==> config.mk <==
export PLATFORM = sky130hd
export DESIGN_NAME = cdc_hs_src_ctrl
export DESIGN_NICKNAME = d
export VERILOG_FILES = /design/src/rtl/cdc_hs_pkg.sv /design/src/rtl/cdc_hs_timeout.sv /design/src/rtl/cdc_hs_src_ctrl.sv
export SDC_FILE = /design/constraint.sdc
export NUM_CORES = 1
export LEC_CHECK = 0
export BUFFER_PORTS_ARGS = -buffer_cell sky130_fd_sc_hd__buf_4
export CAP_MARGIN = 20
export CORE_AREA = 8 8 104 106
export CTS_BUF_LIST = sky130_fd_sc_hd__clkbuf_8
export DETAILED_ROUTE_END_ITERATION = 10
export DIE_AREA = 0 0 112 114
export MAX_ROUTING_LAYER = met4
export PLACE_DENSITY = 0.66
export SYNTH_ARGS = -nofsm -noshare
export SYNTH_HDL_FRONTEND = slang
export SYNTH_HIERARCHICAL = 1
export SYNTH_SLANG_ARGS = --single-unit
==> constraint.sdc <==
create_clock -name clk -period 4.3 [get_ports clk]
set_input_delay 0.645 -clock clk [delete_from_list [all_inputs] [get_ports clk]]
set_output_delay 0.645 -clock clk [all_outputs]
set_load 0.02 [all_outputs]
==> src/rtl/cdc_hs_pkg.sv <==
// Shared definitions for the four-phase req/ack source-side handshake controller.
package cdc_hs_pkg;

  localparam logic [1:0] IDLE  = 2'd0;
  localparam logic [1:0] SETUP = 2'd1;
  localparam logic [1:0] REQ   = 2'd2;
  localparam logic [1:0] REL   = 2'd3;

  typedef enum logic [1:0] {
    ST_IDLE  = IDLE,
    ST_SETUP = SETUP,
    ST_REQ   = REQ,
    ST_REL   = REL
  } hs_state_t;

  localparam int unsigned DEFAULT_TIMEOUT_CYCLES = 1024;

endpackage

==> src/rtl/cdc_hs_timeout.sv <==
// Saturating phase counter; expired is high while the count sits on the last allowed cycle.
module cdc_hs_timeout
  import cdc_hs_pkg::*;
#(
  parameter int unsigned CNT_WIDTH      = 16,
  parameter int unsigned TIMEOUT_CYCLES = DEFAULT_TIMEOUT_CYCLES
) (
  input  logic clk,
  input  logic rst,
  input  logic clr,
  input  logic en,
  output logic expired
);

  localparam int unsigned            LIMIT_I = (TIMEOUT_CYCLES == 0) ? 0 : TIMEOUT_CYCLES - 1;
  localparam logic [CNT_WIDTH-1:0]   LIMIT   = CNT_WIDTH'(LIMIT_I);

  logic [CNT_WIDTH-1:0] cnt;

  always_ff @(posedge clk or posedge rst) begin
    if (rst) begin
      cnt <= '0;
    end else if (clr) begin
      cnt <= '0;
    end else if (en && (cnt != '1)) begin
      cnt <= cnt + 1'b1;
    end
  end

  // A zero TIMEOUT_CYCLES disables detection entirely.
  assign expired = (TIMEOUT_CYCLES != 0) && (cnt == LIMIT);

endmodule

==> src/rtl/cdc_hs_src_ctrl.sv <==
// Source-domain controller for a four-phase req/ack word transfer with a one-entry
// pending buffer, per-phase timeout and sticky protocol-error flags.
module cdc_hs_src_ctrl
  import cdc_hs_pkg::*;
#(
  parameter int unsigned DATA_WIDTH     = 32,
  parameter int unsigned TIMEOUT_CYCLES = DEFAULT_TIMEOUT_CYCLES,
  parameter int unsigned CNT_WIDTH      = 16
) (
  input  logic                  clk,
  input  logic                  rst,
  input  logic                  in_valid,
  output logic                  in_ready,
  input  logic [DATA_WIDTH-1:0] in_data,
  output logic [DATA_WIDTH-1:0] data_s,
  output logic                  req_s,
  input  logic                  ack_sync,
  output logic                  busy,
  output logic                  done_pulse,
  output logic                  err_timeout,
  output logic                  err_proto,
  input  logic                  err_clr
);

  hs_state_t             state, state_n;
  logic [DATA_WIDTH-1:0] pend_data;
  logic                  pend_full;
  logic                  accept;
  logic                  rel_exit;
  logic                  load_from_in;
  logic                  load_from_pend;
  logic                  pend_load;
  logic                  phase_active;
  logic                  phase_expired;
  logic                  timeout_set;
  logic                  proto_set;

  // in_ready depends only on registered state, never on ack_sync.
  assign in_ready       = ~pend_full;
  assign accept         = in_valid & in_ready;
  assign busy           = (state != ST_IDLE) | pend_full;
  assign load_from_in   = accept & (state == ST_IDLE);
  assign pend_load      = accept & (state != ST_IDLE);
  assign load_from_pend = rel_exit & pend_full;
  assign phase_active   = (state == ST_REQ) | (state == ST_REL);

  always_comb begin
    state_n  = state;
    rel_exit = 1'b0;
    case (state)
      ST_IDLE:  if (accept) state_n = ST_SETUP;
      ST_SETUP: state_n = ST_REQ;
      ST_REQ:   if (ack_sync) state_n = ST_REL;
      ST_REL: begin
        if (!ack_sync) begin
          rel_exit = 1'b1;
          state_n  = pend_full ? ST_SETUP : ST_IDLE;
        end
      end
      default:  state_n = ST_IDLE;
    endcase
  end

  cdc_hs_timeout #(
    .CNT_WIDTH      (CNT_WIDTH),
    .TIMEOUT_CYCLES (TIMEOUT_CYCLES)
  ) u_timeout (
    .clk     (clk),
    .rst     (rst),
    .clr     (state_n != state),
    .en      (phase_active),
    .expired (phase_expired)
  );

  // The phase is still outstanding when ack has not yet taken the level this state waits for.
  assign timeout_set = phase_expired &
                       (((state == ST_REQ) & ~ack_sync) | ((state == ST_REL) & ack_sync));
  assign proto_set   = ack_sync & ((state == ST_IDLE) | (state == ST_SETUP));

  // Handshake state and the cross-domain flops (req_s, data_s).
  always_ff @(posedge clk or posedge rst) begin
    if (rst) begin
      state      <= ST_IDLE;
      req_s      <= 1'b0;
      data_s     <= '0;
      done_pulse <= 1'b0;
    end else begin
      state      <= state_n;
      req_s      <= (state_n == ST_REQ);
      done_pulse <= rel_exit;
      if (load_from_in) begin
        data_s <= in_data;
      end else if (load_from_pend) begin
        data_s <= pend_data;
      end
    end
  end

  // Pending buffer; an accept can only happen while it is empty.
  always_ff @(posedge clk or posedge rst) begin
    if (rst) begin
      pend_full <= 1'b0;
      pend_data <= '0;
    end else if (load_from_pend) begin
      pend_full <= 1'b0;
    end else if (pend_load) begin
      pend_full <= 1'b1;
      pend_data <= in_data;
    end
  end

  // Sticky error flags; a set in the same cycle overrides err_clr.
  always_ff @(posedge clk or posedge rst) begin
    if (rst) begin
      err_timeout <= 1'b0;
      err_proto   <= 1'b0;
    end else begin
      if (timeout_set) begin
        err_timeout <= 1'b1;
      end else if (err_clr) begin
        err_timeout <= 1'b0;
      end
      if (proto_set) begin
        err_proto <= 1'b1;
      end else if (err_clr) begin
        err_proto <= 1'b0;
      end
    end
  end

endmodule
======== Word level (Yosys, flattened, before mapping) ========
Cells that the tools add are included.
storage, ports and cells
  flip-flop bits (word level) ............. 87
  output and inout port bits .............. 38
  word-level logic and storage cells ...... 57
operators by class
  add/subtract/negate cells ............... 1
  equal/unequal tests ..................... 7
  multiplexer cells ....................... 16
  bitwise logic cells ..................... 15
  reductions and logical operators ........ 9
operator list
  kind                                                                number
  32-bit two-way mux                                                  2
  16-bit two-way mux                                                  2
  16-bit by 1-bit adder with 16-bit output (second input constant)    1
  16-bit by 10-bit == test with 1-bit output (second input constant)  1
  16-bit inequality test (second input constant)                      1
  2-bit nonzero test                                                  6
  1-bit AND                                                           8
  1-bit two-way mux                                                   8
  2-bit case mux with 4 select lines                                  1
  2-bit == test (second input constant)                               3
  2-bit two-way mux                                                   3
  1-bit OR                                                            4
  1-bit inverter                                                      3
  2-bit by 1-bit == test with 1-bit output (second input constant)    1
  2-bit logical NOT                                                   1
  2-bit inequality test                                               1
  2-bit AND reduction                                                 1
  1-bit logical AND                                                   1

======== Logic depth before layout (Yosys ltp) ========
  word-level depth ........................ 6
  mapped depth ............................ 8
  depth with buffers taken out ............ 5

======== Hierarchy ========
Netlist, hierarchy kept.
modules (own cells, without submodules)
  module           instances  cells each  area each (µm²)
  cdc_hs_src_ctrl  1          204         3,074.2
  cdc_hs_timeout   1          96          967.2

======== Worst setup path after synthesis ========
OpenSTA, ideal clock, no wires.
  path type ............................... input to register
  start ................................... in in_valid
  end ..................................... reg u_timeout.cnt[0]
  setup time .............................. 132 ps
  data arrival time ....................... 2,093 ps
  required time ........................... 4,168 ps
  setup slack ............................. 2,075 ps
  cell stages on the path ................. 7
  cells stage by stage .................... nor4b_4 -> buf_4 -> a21o_1 -> o22a_1 -> buf_1 -> clkbuf_1 -> nor2_1
between the ends
  word-level cells in the longest chain between the ends .. 5
  elaborated cells between the ends (all ways) .. 6
  those cells by class .................... eq/ne (1); mux (3); bitwise (1); reduce/logical (1)
RTL lines
  item                                                      RTL line               source
  start, declared                                           cdc_hs_src_ctrl.sv:12  input logic in_valid,
  1-bit AND (*)                                             cdc_hs_src_ctrl.sv:40  assign accept = in_valid & in_ready;
  2-bit two-way mux (*)                                     cdc_hs_src_ctrl.sv:51  ST_IDLE: if (accept) state_n = ST_SETUP;
  2-bit case mux with 4 select lines (*)                    cdc_hs_src_ctrl.sv:50  case (state)
  via state_n[0]                                            cdc_hs_src_ctrl.sv:25  hs_state_t state, state_n;
  2-bit inequality test (*)                                 cdc_hs_src_ctrl.sv:70  .clr (state_n != state),
  16-bit two-way mux or 2-bit nonzero test (tied branches)  --
  end signal, assigned                                      cdc_hs_timeout.sv:26   cnt <= cnt + 1'b1;
  end, declared                                             cdc_hs_timeout.sv:18   logic [CNT_WIDTH-1:0] cnt;
The timed path passes the listed nets; every way through them passes the cells marked *.
A chain may end at the register's enable or synchronous reset.

======== Final worst setup path ========
  start ................................... reg state[1]
  end ..................................... reg u_timeout.cnt[15]
between the ends
  word-level cells in the longest chain between the ends .. 4
  elaborated cells between the ends (all ways) .. 13
  those cells by class .................... eq/ne (4); mux (5); bitwise (1); reduce/logical (3)
RTL lines
  item                                                      RTL line               source
  start, declared                                           cdc_hs_src_ctrl.sv:25
  start signal, assigned                                    cdc_hs_src_ctrl.sv:88  state <= state_n;
  2-bit == test (tied with other cells)                     cdc_hs_src_ctrl.sv:50
  2-bit case mux with 4 select lines (*)                    cdc_hs_src_ctrl.sv:50
  via state_n[0]                                            cdc_hs_src_ctrl.sv:25
  2-bit inequality test (*)                                 cdc_hs_src_ctrl.sv:70
  16-bit two-way mux or 2-bit nonzero test (tied branches)  --
Marked as above.

==> results.md <==
* RR Endpoint: u_timeout/cnt[15]$_DFFE_PP0P_
* WP data required at approximately 4600 ps
* Synthesized instance count at 300
* DRT iter0 DRCs at 64
* # nets final at between 400 and 500
* Internal at ~2.1 mW
* PD cells at 670 mW/mm²
* First-pass GRT wire length at between 10 and 15 mm
* Routed WL at about 8 mm
* Initial antenna violation count at 0
* Met3 Use GR at 2.75%
* EDFF count, synth at 0
* I/O Buffers at between 70 and 80
* Ys flop type: dfrtp_1
* Critical-path maximum fanout at 18
* Post-synthesis sequential area ratio at 53.9%
* Flop2flop setup slack at ~1900 ps
* Die Y at roughly 110 µm
* Worst r2r path cells at 5
* Layout cells sized above 1 at between 50% and 60%
* Routability cong. at 0.801
* Root Buffer: clkbuf_8
* Critical-path cell list: nor4b_4, a21o_1, o22a_1, nor2b_1, mux2_4
* Outcome: finished, final reports clean
* Yosys top cell by area: dfrtp_1
* Yosys cell types at 48
* HPWL Detailed at between 5 and 6 mm
* WS Path Type: reg2reg
* Most frequent cells after synthesis: 88 x mux2_2, 87 x dfrtp_1, 11 x nor2_1
* Die Wd at between 100 and 150 µm
* Final setup violation count at 0
* Synthesized flop and latch total at 87
* Crit path largest cell delay at ~630 ps
* Clock network power share at between 10% and 20%
* Tmin final at 2450 ps
* Clk_lat worst skew at 350 ps
* Slowest cell on the critical path: nor4b_4
* Grt met2 use at 20.5%
* CTS tree: built
* CTS Sinks at between 80 and 90
* Drc violations at 0
* Pleak at roughly 2.2 nW
* Startpoint types: register
* Cts hold-fix bufs at 0
* Final period util at a little under three fifths
* Die area at around 0.013 mm²
* # IOs at 75
* Fmax at 0.409 GHz
* H-tree depth at 3
* Met1 Use GR at between 10% and 20%
* Critical path endpoint category: register
* CTS buffer count at 9
* DR vias/cell at ~5.2
* Placed instance count at 473
* Total number of vias at about 2.6k
* Core box area at 0.00911 mm²
* Crit Reg-Reg Startpoint: state[1]$_DFF_PP0_
* Synth top area share at a little over half
* Final Core Density at 53.4%
* Initial Utilization at 44.4%
* Tightest Hold Check Type: in2async
* Comb pwr share at about two fifths
* Final instance area at roughly 0.0049 mm²
* Layout area overhead at 20.3%
* Placed inst area at ~0.0047 mm²
* Post-CTS setup buffers at 0
* Clock Path Buffers at 2
* Global route hottest layer: met2
* Total global routing overflow at 0
* CP arrival at approximately 2700 ps
* Drt pass-1 iters at 4
* Unrepaired setup endpoints after global routing: no
* Sw Pwr at about 1.1 mW
* Sequential power share at between 40% and 50%
* Vias in the first global route at between 2k and 3k
* WL/cell at roughly 16 µm
* PostCTS Resize Cnt at 0
* TNS Setup at 0 ps
* Synth area leaders: dfrtp_1 54%, mux2_2 25%, buf_4 1.3%
* Mapped Avg Cell Area at ~13 µm²
* Synth warn at 6
* Global Route Usage Sum at ~13%
* Sw Ratio at 35.0%
* Dominant cell by count in the synthesized netlist: mux2_2
* Worst Tran Pin Value at just over 900 ps
* MaxCap Viol Count at 0
* Post-Layout Cell Count at between 400 and 500
* Final Hold Viols at 0
* Syn Std Cell Area at 0.00404 mm²
* Largest net degree at the start of global routing at 45
* Worst vdd ir at 0.000342 V
* Share of async-settable or async-resettable flops after synthesis at 100%
* Post-Syn Nets at 338
* Reg clk slew, reported paths at around 100 ps
* Antenna Nets Post-Route at 0
* Rel. slew slack at between 30% and 40%
* WHS at 370 ps
* Max Slew Vio Count at 0
* Antenna cells at 0
* Clock skew at about 8.6 ps
* Num rows at 35
## critical path, delay by kind of cell (launching register included)
family	cells	cell delay, ps
muxes	1	280
DFF	1	580
AOI/OAI and AO/OA	2	750
and+or+nand+nor	2	730
## how the worst max path moves through the flow
stage,from,to,depth (start not counted)
after floorplan,rst,data_s[0]$_DFFE_PP0P_,1
after global placement,in_valid,data_s[12]$_DFFE_PP0P_,5
after detailed placement,in_valid,data_s[11]$_DFFE_PP0P_,5
after CTS,state[1]$_DFF_PP0_,data_s[11]$_DFFE_PP0P_,4
after global routing,state[1]$_DFF_PP0_,u_timeout/cnt[15]$_DFFE_PP0P_,5
final,state[1]$_DFF_PP0_,u_timeout/cnt[15]$_DFFE_PP0P_,5
## power by group through the flow
| stage | clock network (mW) | registers (mW) | logic [mW] |
|---|---|---|---|
| 5_1_grt | 0.599 | 1.42 | 1.46 |
| 2_1_floorplan | 0 | 1.52 | 0.783 |
| 6_report | 0.545 | 1.36 | 1.35 |
| 4_1_cts | 0.563 | 1.37 | 1.38 |
| 3_3_place_gp | 0 | 1.37 | 1.35 |
| 3_5_place_dp | 0 | 1.38 | 1.38 |
## layout make-up
class / instances / area, µm²
multi-input combinational: 190 / 1740
inverter: 7 / 26.3
clock buffer: 9 / 124
clock inverter: 7 / 65.1
sequential: 87 / 2180
fill: 815 / 4250
timing repair buffer: 78 / 586
tap: 111 / 139
## through the flow
stage                     setup WS [ps]  power [mW]
after global placement             1830        2.72
after floorplan                    1860        2.30
after global routing               1660        3.48
after detailed placement           1830        2.76
after CTS                          1810        3.31
final                              1850        3.26
## cells by family after synthesis
logic type      count (synthesis)  synth area share [%]
mux                            98                  27.4
flops                          87                  53.9
simple gates                   59                  9.91
compound gates                 29                  4.77
buf+inv                        23                  3.13
xor+xnor                        3                 0.650
fa+ha+maj                       1                 0.310
## per-layer routing
layer	routed length [µm]	share of wire, %
met1	3880	48
met2	3700	46
met3	290	3.6
met4	126	1.6
met5	0	0
## cell usage in the layout, fill, tap and decap left out, drive strengths merged, types with 4 or more instances in the layout
cell type / synthesis / layout
dfrtp: 87 / 87
nand3: 4 / 4
nor3: 5 / 5
buf: 14 / 78
mux2i: 4 / 4
and3: 4 / 4
nand4: 6 / 6
inv: 7 / 11
o21ai: 6 / 6
clkbuf: 2 / 9
o31ai: 4 / 4
mux2: 94 / 94
nor2: 11 / 11
a21oi: 9 / 9
nand2: 9 / 9
or4: 6 / 6
## flip-flops by register name, summed over array words and instances (netlist names)
| register | count |
|---|---|
| data_s | 32 |
| pend_data | 32 |
| u_timeout/cnt | 16 |
| state | 2 |
| done_pulse | 1 |
| err_proto | 1 |
| err_timeout | 1 |
| pend_full | 1 |
| req_s | 1 |
Note: power is estimated with default switching activity, not from simulation.
